<file path="src/rtl/rams_sdp_fifo_ctrl.sv">
// FIFO controller around a simple dual-port RAM with a 1-cycle registered read port.
// A two-entry output buffer (head + skid) turns the RAM read latency into a FWFT stream.
module rams_sdp_fifo_ctrl #(
    parameter int D = 16,
    parameter int A = 10
) (
    input  logic         clk,
    input  logic         rst,
    input  logic         in_valid,
    output logic         in_ready,
    input  logic [D-1:0] in_data,
    output logic         out_valid,
    input  logic         out_ready,
    output logic [D-1:0] out_data,
    output logic [A:0]   count,
    output logic         ram_ena,
    output logic         ram_wea,
    output logic [A-1:0] ram_addra,
    output logic [D-1:0] ram_dia,
    output logic         ram_enb,
    output logic [A-1:0] ram_addrb,
    input  logic [D-1:0] ram_dob
);

    localparam logic [A:0] DEPTH_C = {1'b1, {A{1'b0}}};

    logic [A:0]   wptr_r;
    logic [A:0]   rptr_r;
    logic         inflight_r;
    logic [1:0]   buf_cnt_r;
    logic [D-1:0] head_r;
    logic [D-1:0] skid_r;
    logic [A:0]   count_r;
    logic         out_valid_r;

    logic         push_s;
    logic         pop_s;
    logic         read_s;
    logic [2:0]   occ_s;
    logic [1:0]   cnt_after_s;
    logic [1:0]   buf_cnt_n_s;
    logic [D-1:0] head_n_s;
    logic [D-1:0] skid_n_s;
    logic [A:0]   count_n_s;

    // Handshakes, RAM port drive and read-issue decision.
    always_comb begin
        in_ready  = !rst && (count_r < DEPTH_C);
        push_s    = in_valid && in_ready;
        pop_s     = out_valid_r && out_ready;
        // Buffer entries that will be taken once this pop and the in-flight word settle.
        occ_s     = {1'b0, buf_cnt_r} + {2'b00, inflight_r} - {2'b00, pop_s};
        read_s    = (wptr_r != rptr_r) && (occ_s < 3'd2);
        ram_ena   = push_s;
        ram_wea   = push_s;
        ram_addra = wptr_r[A-1:0];
        ram_dia   = in_data;
        ram_enb   = read_s;
        ram_addrb = rptr_r[A-1:0];
    end

    // Next state of the head/skid buffer and the occupancy counter.
    always_comb begin
        head_n_s    = head_r;
        skid_n_s    = skid_r;
        cnt_after_s = buf_cnt_r - {1'b0, pop_s};
        if (pop_s) begin
            head_n_s = skid_r;
        end else begin
            head_n_s = head_r;
        end
        if (inflight_r) begin
            if (cnt_after_s == 2'd0) begin
                head_n_s = ram_dob;
            end else begin
                skid_n_s = ram_dob;
            end
            buf_cnt_n_s = cnt_after_s + 2'd1;
        end else begin
            buf_cnt_n_s = cnt_after_s;
        end
        case ({push_s, pop_s})
            2'b10:   count_n_s = count_r + {{A{1'b0}}, 1'b1};
            2'b01:   count_n_s = count_r - {{A{1'b0}}, 1'b1};
            default: count_n_s = count_r;
        endcase
    end

    // State registers; the asynchronous reset discards all contents.
    always_ff @(posedge clk or posedge rst) begin
        if (rst) begin
            wptr_r      <= {(A+1){1'b0}};
            rptr_r      <= {(A+1){1'b0}};
            inflight_r  <= 1'b0;
            buf_cnt_r   <= 2'd0;
            head_r      <= {D{1'b0}};
            skid_r      <= {D{1'b0}};
            count_r     <= {(A+1){1'b0}};
            out_valid_r <= 1'b0;
        end else begin
            if (push_s) begin
                wptr_r <= wptr_r + {{A{1'b0}}, 1'b1};
            end
            if (read_s) begin
                rptr_r <= rptr_r + {{A{1'b0}}, 1'b1};
            end
            inflight_r  <= read_s;
            buf_cnt_r   <= buf_cnt_n_s;
            head_r      <= head_n_s;
            skid_r      <= skid_n_s;
            count_r     <= count_n_s;
            out_valid_r <= (buf_cnt_n_s != 2'd0);
        end
    end

    assign out_valid = out_valid_r;
    assign out_data  = head_r;
    assign count     = count_r;

endmodule

</file>
<file path="config.mk">
export PLATFORM = sky130hd
export DESIGN_NAME = rams_sdp_fifo_ctrl
export DESIGN_NICKNAME = d
export VERILOG_FILES = /design/src/rtl/rams_sdp_fifo_ctrl.sv
export SDC_FILE = /design/constraint.sdc
export NUM_CORES = 1
export LEC_CHECK = 0
export ABC_AREA = 1
export CAP_MARGIN = 20
export CORE_MARGIN = 2
export CORE_UTILIZATION = 35
export CTS_BUF_LIST = sky130_fd_sc_hd__clkbuf_8
export DETAILED_ROUTE_END_ITERATION = 8
export PLACE_DENSITY_LB_ADDON = 0.25
export SYNTH_ARGS = -nofsm -noshare
export SYNTH_HDL_FRONTEND = slang
export SYNTH_SLANG_ARGS = --single-unit
</file>
<file path="constraint.sdc">
create_clock -name clk -period 3.1 [get_ports clk]
set_input_delay 0.31 -clock clk [delete_from_list [all_inputs] [get_ports clk]]
set_output_delay 0.31 -clock clk [all_outputs]
set_load 0.02 [all_outputs]
</file>
Word level (Yosys, flattened, before mapping)
Index checks and enable logic that the tools add are counted.
- $add $sub $neg: 8
- order comparisons: 2
- equality and inequality tests: 3
- multiplexer cells: 5
- bitwise logic cells: 1
- reductions and logical operators: 9
- operators by type and width (cell ; number):
    16-bit two-way mux ; 3
    11-bit by 1-bit adder with 11-bit output (second input constant) ; 3
    11-bit one-hot mux with 2 select lines ; 1
    11-bit less-than comparator (second input constant) ; 1
    11-bit != test ; 1
    11-bit by 1-bit subtractor with 11-bit output (second input constant) ; 1
    1-bit logical AND ; 4
    2-bit nonzero test ; 2
    2-bit by 1-bit adder with 3-bit output ; 1
    3-bit by 2-bit less-than comparator with 1-bit output (second input constant) ; 1
    3-bit by 1-bit subtractor with 3-bit output ; 1
    2-bit by 1-bit adder with 2-bit output (second input constant) ; 1
    2-bit by 1-bit equality test with 1-bit output (second input constant) ; 1
    2-bit equality test (second input constant) ; 1
    2-bit zero test ; 1
    2-bit two-way mux ; 1
    2-bit AND reduction ; 1
    2-bit by 1-bit subtractor with 2-bit output ; 1
    1-bit zero test ; 1
    1-bit inverter ; 1
- register bits after elaboration: 69

Depth between registers and ports, before layout
Gate-level depths: netlist of run 1.
- depth after elaboration: 5
- mapped depth: 16

Worst setup path after synthesis of run 1
Ideal clock, no wire load.
- kind: reg-to-reg
- start point: register out_valid_r, in the netlist out_valid
- end point: register skid_r[0]
- setup time: 130 ps
- data arrival time: 2379 ps
- data required time: 2970 ps
- setup slack: 591 ps
- stages on the path, launching flop included: 14
- buffers on the path: 3
- period minus slack after synthesis: 2509 ps
- cells stage by stage: dfrtp_1 nand2_1 inv_1 buf_2 ha_1 inv_1 ha_1 inv_1 ha_1 or2_2 buf_2 buf_2 nand2_1 o21ai_0
- word-level cells in the longest chain between the ends: 5
- ends and longest elaborated chain (what ; RTL line ; source):
    start, declared ; 34 ; logic out_valid_r;
    start signal, assigned ; 112 ; out_valid_r <= (buf_cnt_n_s != 2'd0);
    1-bit logical AND ; 50 ; pop_s = out_valid_r && out_ready;
    2-bit by 1-bit subtractor with 2-bit output ; 66 ; cnt_after_s = buf_cnt_r - {1'b0, pop_s};
    2-bit zero test ; 73 ; if (cnt_after_s == 2'd0) begin
    1-bit inverter (no source line) ; - ;
    2-bit AND reduction (no source line) ; - ;
    end signal, assigned ; 97 ; skid_r <= {D{1'b0}};
    end signal, assigned ; 110 ; skid_r <= skid_n_s;
    end, declared ; 32 ; logic [D-1:0] skid_r;
Every way passes these cells.
A chain may end at the register's enable or synchronous reset.

Final worst setup path of run 1
- start point: register out_valid_r, in the netlist out_valid
- end point: output ram_enb
- word-level cells in the longest chain between the ends: 4
- ends and longest elaborated chain (what ; RTL line ; source):
    1-bit logical AND ; 50 ;
    3-bit by 1-bit subtractor with 3-bit output ; 52 ; occ_s = {1'b0, buf_cnt_r} + {2'b00, inflight_r} - {2'b00, pop_s};
    3-bit by 2-bit less-than comparator with 1-bit output ; 53 ; read_s = (wptr_r != rptr_r) && (occ_s < 3'd2);
    1-bit logical AND ; 53 ;
    end, declared ; 20 ; output logic ram_enb,
Every way passes these cells.

==> impl_table.tex, run 1 <==
\begin{tabular}{lr}
\hline
Metric & Value \\
\hline
\multicolumn{2}{l}{\textbf{Critical path}} \\
Worst-case reg-to-reg path depth & 14 \\
Buf/Inv on CP & 3 \\
Capture point of the critical path & ram\_enb \\
Cells along the critical path & nand2\_1 > inv\_1 > ha\_1 > nor2\_1 > fa\_1 > nor2\_1 > nand2\_2 > inv\_2 > dlymetal6s2s\_1 \\
CP arrival & roughly 2300 ps \\
Data required time of the critical path & between 2000 and 3000 ps \\
Critical path's largest stage delay & roughly 440 ps \\
Instance count on the critical path & 9 \\
Critical path launch point & out\_valid\$\_DFF\_PP0\_ \\
Launching point of the worst reg2reg path & out\_valid\$\_DFF\_PP0\_ \\
Highest-delay cell along the critical path & sky130\_fd\_sc\_hd\_\_fa\_1 \\
Cell seen most often among critical-path stages & sky130\_fd\_sc\_hd\_\_nor2\_1 \\
Top delay family on crit path & adder cells \\
Biggest fanout along the worst timing path & 3 \\
Start-to-end type of the worst setup path & reg2out \\
Minimum setup slack among reg-to-reg paths & $\sim$800 ps \\
Endpoint of the lowest-slack register-to-register path & count[6]\$\_DFFE\_PP0P\_ \\
Startpoint type of the worst setup path & flip-flop \\
CP endpoint kind & output port \\
\multicolumn{2}{l}{\textbf{Route}} \\
Initial detailed-routing violation count & 128 \\
Drc violations & 0 \\
Average wire per cell in the routed design & 13.2 um \\
Number of vias in the routed layout & between 3000 and 4000 \\
Per-cell via count in the routed design & 4.70 \\
Number of nets with antenna violations after detailed routing & 0 \\
Total routed wirelength & 9260 um \\
Initial DRT Pass Iterations & 4 \\
\multicolumn{2}{l}{\textbf{Finish}} \\
Number of nets in the layout & just under 600 \\
Fraction of layout cells with a size suffix above 1 & between 10\% and 20\% \\
Highest-count cells in the layout ignoring fill and taps & sky130\_fd\_sc\_hd\_\_nand2\_1 (133), sky130\_fd\_sc\_hd\_\_clkdlybuf4s50\_1 (70), sky130\_fd\_sc\_hd\_\_dfrtp\_1 (69) \\
Most common cell after layout, fill and taps aside & sky130\_fd\_sc\_hd\_\_nand2\_1 \\
Number of standard cells in the layout, taps in and fillers out & $\sim$700 \\
Filler Cells Inserted & 1229 \\
Layout overhead on the synthesized area & 18.6\% \\
Diode count & 0 \\
\multicolumn{2}{l}{\textbf{Pwr}} \\
Switching power of the nets & between 0.002 and 0.0025 W \\
Power density over cell area & $\sim$1100 nW/um\^{}2 \\
Highest ir drop seen on vdd & between 800 and 900 uV \\
Sw Ratio & 45.1\% \\
Leakage power summed over all cells & about 2.4 nW \\
Combinational Power Share & between 50\% and 60\% \\
Sequential share of power & a little under a third \\
Int Power & $\sim$0.0029 W \\
Clock network fraction of total power & 14.4\% \\
Total power & between 0.005 and 0.006 W \\
\multicolumn{2}{l}{\textbf{Timing}} \\
FMAX & 389 MHz \\
Number of hold violations in the final report & 0 \\
Clock tree skew after final layout & approximately 14 ps \\
Final number of setup-violating endpoints & 0 \\
Final worst-path setup slack & between 500 and 600 ps \\
Post-route minimum period & about 2600 ps \\
Final Slew Violations & 0 \\
Period utilization & 83.0\% \\
Relative slew slack & 42.9\% \\
Worst-margin pin slew & around 860 ps \\
Setup Total Neg Slack & 0 ps \\
RSZ-0062 raised after global routing & no \\
\multicolumn{2}{l}{\textbf{Synthesis}} \\
EDFF count, synth & 0 \\
Post-Syn Nets & 561 \\
Cell types with the largest area share after synthesis & sky130\_fd\_sc\_hd\_\_dfrtp\_1 (41\%), sky130\_fd\_sc\_hd\_\_nand2\_1 (12\%), sky130\_fd\_sc\_hd\_\_buf\_4 (6.8\%) \\
Post-synth top flop & sky130\_fd\_sc\_hd\_\_dfrtp\_1 \\
Sequential element share of the synthesized area & between 40\% and 50\% \\
Library cell occupying the most area in the post-synthesis netlist & sky130\_fd\_sc\_hd\_\_dfrtp\_1 \\
Number of cells produced by synthesis & 515 \\
Synth Warn \# & 0 \\
Area fraction of the dominant cell type after synthesis & roughly 40\% \\
Area of the mapped netlist & $\sim$4200 um\^{}2 \\
Library cells used by synthesis & 40 \\
Share of synthesized flip-flops with an asynchronous set or reset & 100\% \\
Flip-flop and latch count after synthesis & a little under 70 \\
Average cell area after synthesis & around 8.2 um\^{}2 \\
\multicolumn{2}{l}{\textbf{Clock network}} \\
CTS Buffer Depth & 2 \\
Clock tree from TritonCTS & built \\
Clock root buffer master & sky130\_fd\_sc\_hd\_\_clkbuf\_8 \\
Total CTS buffers & 9 \\
H-tree lvl count & 3 \\
TritonCTS Sinks & 69 \\
Clock-pin slew on the worst setup and hold paths & roughly 90 ps \\
Clock latency on the worst-skew pair & 360 ps \\
\multicolumn{2}{l}{\textbf{Die}} \\
Overall die height & roughly 110 um \\
Die X-Extent & between 100 and 150 um \\
Starting utilization of the core area & 35.5\% \\
Boundary pin count & about 100 \\
Die area & $\sim$13000 um\^{}2 \\
\# rows & 40 \\
Placeable Area & 11900 um\^{}2 \\
\multicolumn{2}{l}{\textbf{Run}} \\
Count of maximum capacitance violations & 0 \\
\multicolumn{2}{l}{\textbf{Global route}} \\
Grt ovf & 0 \\
Global-route usage over all layers & between 10\% and 20\% \\
First-pass GRT wire length & 15700 um \\
Largest net degree at the start of global routing & 38 \\
Initial antenna violation count & 0 \\
Via count of the first global-routing pass & between 3000 and 4000 \\
\multicolumn{2}{l}{\textbf{Status}} \\
Run status & finished clean \\
\multicolumn{2}{l}{\textbf{Min path}} \\
Path category of the worst min-delay check & in2async \\
\multicolumn{2}{l}{\textbf{Placed design}} \\
Worst slack after detailed placement & around 140 ps \\
Placed Cells incl. Taps & between 600 and 700 \\
Final HPWL DP & 6590 um \\
Final Wtd Congestion & a little over 0.8 \\
Port-buffer cells & just over 70 \\
\hline
\end{tabular}
## worst reg2reg max path: stages, from the launching register on
cell	delay, ps
sky130_fd_sc_hd__dfrtp_1	350
sky130_fd_sc_hd__nand2_1	70
sky130_fd_sc_hd__inv_1	100
sky130_fd_sc_hd__buf_4	250
sky130_fd_sc_hd__ha_1	240
sky130_fd_sc_hd__buf_4	290
sky130_fd_sc_hd__nor2_1	130
sky130_fd_sc_hd__nor2_4	170
sky130_fd_sc_hd__nand2_4	70
sky130_fd_sc_hd__o21bai_4	160
sky130_fd_sc_hd__nand3_1	110
sky130_fd_sc_hd__nand2_1	70
sky130_fd_sc_hd__nand2_1	50
sky130_fd_sc_hd__nand3_1	80
sky130_fd_sc_hd__nand2_1	50
## layout make-up
cell class                 instances  area (um^2)  share of cell area [%]
clock buffer                       9          124                    2.48
clock inverter                     7         73.8                    1.48
inverter                          50          188                    3.76
multi-input combinational        342         1920                    38.4
sequential                        69         1730                    34.6
tap                              147          184                    3.68
timing repair buffer              78          778                    15.6
## stage by stage
stage                     area, um^2  hold WS (ps)  utilization, %
after floorplan                 4210           453               -
after global placement          4790           469            40.4
after detailed placement        4790           478            40.4
after CTS                       4990           497            42.1
after global routing            4990           526            42.1
final                           4990           489            42.1
## synthesized netlist by cell type, types with 4 or more instances
cell and count:
sky130_fd_sc_hd__dfrtp_1 69, sky130_fd_sc_hd__ha_1 9, sky130_fd_sc_hd__nand2_1 133, sky130_fd_sc_hd__o22ai_1 9
sky130_fd_sc_hd__a21oi_1 4, sky130_fd_sc_hd__nor2_2 6, sky130_fd_sc_hd__nand3_1 20, sky130_fd_sc_hd__buf_4 38
sky130_fd_sc_hd__a31oi_1 8, sky130_fd_sc_hd__buf_2 4, sky130_fd_sc_hd__inv_1 45, sky130_fd_sc_hd__xnor2_1 16
sky130_fd_sc_hd__mux2_2 6, sky130_fd_sc_hd__nand4_1 8, sky130_fd_sc_hd__nor2_4 6, sky130_fd_sc_hd__inv_2 5
sky130_fd_sc_hd__xor2_1 17, sky130_fd_sc_hd__o21ai_0 25, sky130_fd_sc_hd__clkbuf_1 6, sky130_fd_sc_hd__nor2_1 46
sky130_fd_sc_hd__nand2_2 4
## sequential cells by signal, indices dropped and copies added (netlist names)
| signal | count |
|---|---|
| wptr_r | 11 |
| inflight_r | 1 |
| skid_r | 16 |
| out_data | 16 |
| buf_cnt_r | 2 |
| out_valid | 1 |
| count | 11 |
| rptr_r | 11 |
## metal layers
| metal | global-route usage (%) | up-vias | part of all wire [%] |
|---|---|---|---|
| met5 | 0 | - | 0 |
| met4 | 4.55 | 0 | 1.1 |
| met3 | 4.84 | 9 | 5.1 |
| met2 | 24.7 | 69 | 47 |
| met1 | 20.1 | 1562 | 47 |
| li1 | - | 1659 | - |
## power groups by stage
stage	Combinational [W]	Clock, W	Sequential [W]
after global placement	0.00282	0	0.00168
after global routing	0.00318	0.000824	0.00174
after detailed placement	0.00289	0	0.00168
after floorplan	0.00189	0	0.00180
final	0.00285	0.000758	0.00167
after CTS	0.00290	0.000793	0.00167
## logic make-up (layout without fill, tap and decap cells)
| kind of cell | Yosys count | in the layout | synth area share (%) |
|---|---|---|---|
| AND/OR/NAND/NOR | 238 | 238 | 25.7 |
| buffers and inverters | 104 | 144 | 13.4 |
| flip-flops | 69 | 69 | 41.0 |
| AO/OA/AOI/OAI | 54 | 54 | 7.64 |
| XOR/XNOR | 34 | 34 | 7.52 |
| adder cells (fa/ha/maj) | 10 | 10 | 3.15 |
| multiplexers | 6 | 6 | 1.60 |
## worst min-delay path by stage
stage / start / to / slack (ps) / depth (start not counted)
4_1_cts: skid_r[13]$_DFFE_PP0P_ / skid_r[13]$_DFFE_PP0P_ / 500 / 2
5_1_grt: ram_dob[4] / skid_r[4]$_DFFE_PP0P_ / 530 / 3
6_report: rst / count[10]$_DFFE_PP0P_ / 490 / 2
3_5_place_dp: skid_r[13]$_DFFE_PP0P_ / skid_r[13]$_DFFE_PP0P_ / 480 / 2
2_1_floorplan: skid_r[12]$_DFFE_PP0P_ / skid_r[12]$_DFFE_PP0P_ / 450 / 2
3_3_place_gp: skid_r[13]$_DFFE_PP0P_ / skid_r[13]$_DFFE_PP0P_ / 470 / 2
## timing repair
| action | in CTS | in global routing |
|---|---|---|
| setup buffers | 0 | 0 |
| hold buffers | 0 | 0 |
| endpoints found under the setup margin | 0 | 1 |
| gates resized for setup | 0 | 1 |
Power figures use the tool's default switching activity.
==> inputs of run 2 (changes only) <==
Clock period 3.1 ns to 2.6 ns, I/O delays scaled along.
==> run 2 against run 1 <==
Effect of this change:
- worst hold slack got worse by 96 ps
- sequential power up 19%
- combinational power up 25%
- wire length is 0.17% lower
- via count increased by 0.70%
- clock power rose by 22%
- setup slack got worse by 330 ps
- critical path depth unchanged
==> impl_table.tex, run 2 (same netlist as run 1, synthesis figures left out) <==
\begin{tabular}{lr}
\hline
Metric & Value \\
\hline
\multicolumn{2}{l}{\textbf{Status}} \\
Run status & finished clean (unchanged) \\
\multicolumn{2}{l}{\textbf{Finish}} \\
Number of nets in the layout & 609 (was 596) \\
Highest-count cells in the layout ignoring fill and taps & sky130\_fd\_sc\_hd\_\_nand2\_1 (133), sky130\_fd\_sc\_hd\_\_clkdlybuf4s50\_1 (70), sky130\_fd\_sc\_hd\_\_dfrtp\_1 (69) (unchanged) \\
Filler Cells Inserted & 1215 (was 1229) \\
Layout overhead on the synthesized area & 21.5\% (was 18.6\%) \\
Diode count & 0 (unchanged) \\
Summed area of non-filler cells in the final layout & 5110 um\^{}2 (was 4990 um\^{}2) \\
Most common cell after layout, fill and taps aside & sky130\_fd\_sc\_hd\_\_nand2\_1 (unchanged) \\
Fraction of layout cells with a size suffix above 1 & 14.1\% (was 11.4\%) \\
\multicolumn{2}{l}{\textbf{Route}} \\
Average wire per cell in the routed design & 12.9 um (was 13.2 um) \\
Initial detailed-routing violation count & 152 (was 128) \\
Initial DRT Pass Iterations & 4 (unchanged) \\
Total routed wirelength & 9240 um (was 9260 um) \\
Drc violations & 0 (unchanged) \\
Per-cell via count in the routed design & 4.65 (was 4.70) \\
Number of nets with antenna violations after detailed routing & 0 (unchanged) \\
Number of vias in the routed layout & 3322 (was 3299) \\
\multicolumn{2}{l}{\textbf{Clock network}} \\
Clock tree from TritonCTS & built (unchanged) \\
CTS Buffer Depth & 2 (unchanged) \\
H-tree lvl count & 3 (unchanged) \\
Clock-pin slew on the worst setup and hold paths & 90 ps (about the same) \\
Post-CTS setup buffer count & 0 (unchanged) \\
Clock latency on the worst-skew pair & 360 ps (about the same) \\
Total CTS buffers & 9 (unchanged) \\
TritonCTS Sinks & 69 (unchanged) \\
Clock root buffer master & sky130\_fd\_sc\_hd\_\_clkbuf\_8 (unchanged) \\
\multicolumn{2}{l}{\textbf{Timing}} \\
Period utilization & slightly above 90\% \\
Clock tree skew after final layout & 10.9 ps (was 14.1 ps) \\
Number of hold violations in the final report & 0 (unchanged) \\
Final Slew Violations & 0 (unchanged) \\
Worst-margin pin slew & 789 ps (was 856 ps) \\
Final number of setup-violating endpoints & 0 (unchanged) \\
Post-route minimum period & 2400 ps \\
Relative slew slack & 47.4\% (was 42.9\%) \\
RSZ-0062 raised after global routing & yes (was no) \\
FMAX & roughly 420 MHz \\
\multicolumn{2}{l}{\textbf{Pwr}} \\
Switching power of the nets & 0.00288 W (was 0.00238 W) \\
Sw Ratio & 44.5\% (was 45.1\%) \\
Total power & 0.00646 W (was 0.00528 W) \\
Combinational Power Share & 54.9\% (was 54.0\%) \\
Int Power & 0.00359 W (was 0.00290 W) \\
Clock network fraction of total power & 14.3\% (was 14.4\%) \\
Sequential share of power & 30.7\% (was 31.6\%) \\
Power density over cell area & 1260 nW/um\^{}2 (was 1060 nW/um\^{}2) \\
Leakage power summed over all cells & 2.49 nW (was 2.44 nW) \\
Highest ir drop seen on vdd & 688 uV (was 825 uV) \\
\multicolumn{2}{l}{\textbf{Critical path}} \\
Start-to-end type of the worst setup path & reg2out (unchanged) \\
Startpoint type of the worst setup path & flip-flop (unchanged) \\
Biggest fanout along the worst timing path & 3 (unchanged) \\
CP arrival & 2140 ps (was 2260 ps) \\
Data required time of the critical path & 2340 ps (was 2790 ps) \\
CP endpoint kind & output port (unchanged) \\
\multicolumn{2}{l}{\textbf{Global route}} \\
Initial antenna violation count & 0 (unchanged) \\
Grt ovf & 0 (unchanged) \\
Global-route usage over all layers & 15.5\% (was 15.4\%) \\
Via count of the first global-routing pass & 3413 (was 3265) \\
First-pass GRT wire length & 16100 um (was 15700 um) \\
Largest net degree at the start of global routing & 37 (was 38) \\
\multicolumn{2}{l}{\textbf{Die}} \\
Overall die height & 114 um (unchanged) \\
Die area & 12900 um\^{}2 (unchanged) \\
Boundary pin count & 104 (unchanged) \\
Starting utilization of the core area & 35.5\% (unchanged) \\
Die X-Extent & 114 um (unchanged) \\
\# rows & 40 (unchanged) \\
Placeable Area & 11900 um\^{}2 (unchanged) \\
\multicolumn{2}{l}{\textbf{Placed design}} \\
Final Wtd Congestion & 0.841 (was 0.823) \\
Port-buffer cells & 71 (unchanged) \\
Placed cell area & 4900 um\^{}2 (was 4790 um\^{}2) \\
Final HPWL DP & 6670 um (was 6590 um) \\
\multicolumn{2}{l}{\textbf{Min path}} \\
Path category of the worst min-delay check & in2async (unchanged) \\
\multicolumn{2}{l}{\textbf{Run}} \\
Count of maximum capacitance violations & 0 (unchanged) \\
\hline
\end{tabular}
run 2: final timing paths:
kind | cells past startpoint | slack, ps | from | end
setup / recovery | 9 | 200 | out_valid$_DFF_PP0_ | ram_enb
hold / removal | 2 | 390 | rst | count[10]$_DFFE_PP0P_
setup reg to reg | 16 | 340 | out_valid$_DFF_PP0_ | count[6]$_DFFE_PP0P_
hold reg to reg | 1 | 490 | wptr_r[10]$_DFFE_PP0P_ | wptr_r[10]$_DFFE_PP0P_
max in group asynchronous | 3 | 1530 | rst | out_data[9]$_DFF_PP0_
min in group clk | 3 | 470 | ram_dob[1] | skid_r[1]$_DFFE_PP0P_
run 2: timing repair:
action / CTS / global route
hold buffers: 0 / 0
resized for setup: 6 / 2
gates cloned: 0 / 0
pin swaps: 0 / 1
setup endpoints to repair: 1 / 5
run 2: layout make-up:
type                    instances  area [um^2]  share of cell area [%]
multi-input cells             342         1930                    37.7
flip-flops and latches         69         1730                    33.8
repair buffers                 91          883                    17.3
inverters                      50          188                    3.67
well taps                     147          184                    3.60
clock buffers                   9          124                    2.42
clock inverters                 7         81.3                    1.59
run 2: power by group through the flow:
stage | Clock [W] | Sequential (W) | Combinational [W]
after detailed placement | 0 | 0.00199 | 0.00356
final | 0.000927 | 0.00199 | 0.00355
after global placement | 0 | 0.00200 | 0.00349
after floorplan | 0 | 0.00214 | 0.00225
after global routing | 0.00101 | 0.00206 | 0.00398
after CTS | 0.000970 | 0.00199 | 0.00357
run 2: layer usage:
| layer | up-vias | GRT usage [%] | wire [um] |
|---|---|---|---|
| li1 | 1681 | - | - |
| met5 | - | 0 | 0 |
| met2 | 56 | 24.9 | 4370 |
| met3 | 10 | 4.20 | 394 |
| met1 | 1575 | 20.4 | 4360 |
| met4 | 0 | 5.12 | 116 |
run 2: worst max-delay path, cell delays in order, from the launching register on:
cell and delay (ps):
sky130_fd_sc_hd__dfrtp_1 380, sky130_fd_sc_hd__nand2_1 90, sky130_fd_sc_hd__inv_1 70, sky130_fd_sc_hd__ha_1 290, sky130_fd_sc_hd__nor2_2 120, sky130_fd_sc_hd__fa_1 440, sky130_fd_sc_hd__nor2_2 140, sky130_fd_sc_hd__nand2_2 70
sky130_fd_sc_hd__inv_2 60, sky130_fd_sc_hd__buf_4 130
run 2: metrics by stage:
stage	util (%)	cells	setup slack, ps	setup TNS, ps	hold slack [ps]
after floorplan	-	515	90.8	0	405
after global placement	41.3	699	-190	-390	472
after detailed placement	41.3	699	-309	-1710	479
after CTS	43.1	715	91.5	0	421
after global routing	43.1	715	-2.94	-2.94	477
final	43.1	715	198	0	394
==> inputs of run 3 (changes only) <==
Settings changed: CTS_CLUSTER_DIAMETER from default to 150.
==> results of run 3 <==
Same layout as run 2: the final DEF is identical, and so are final timing and power.
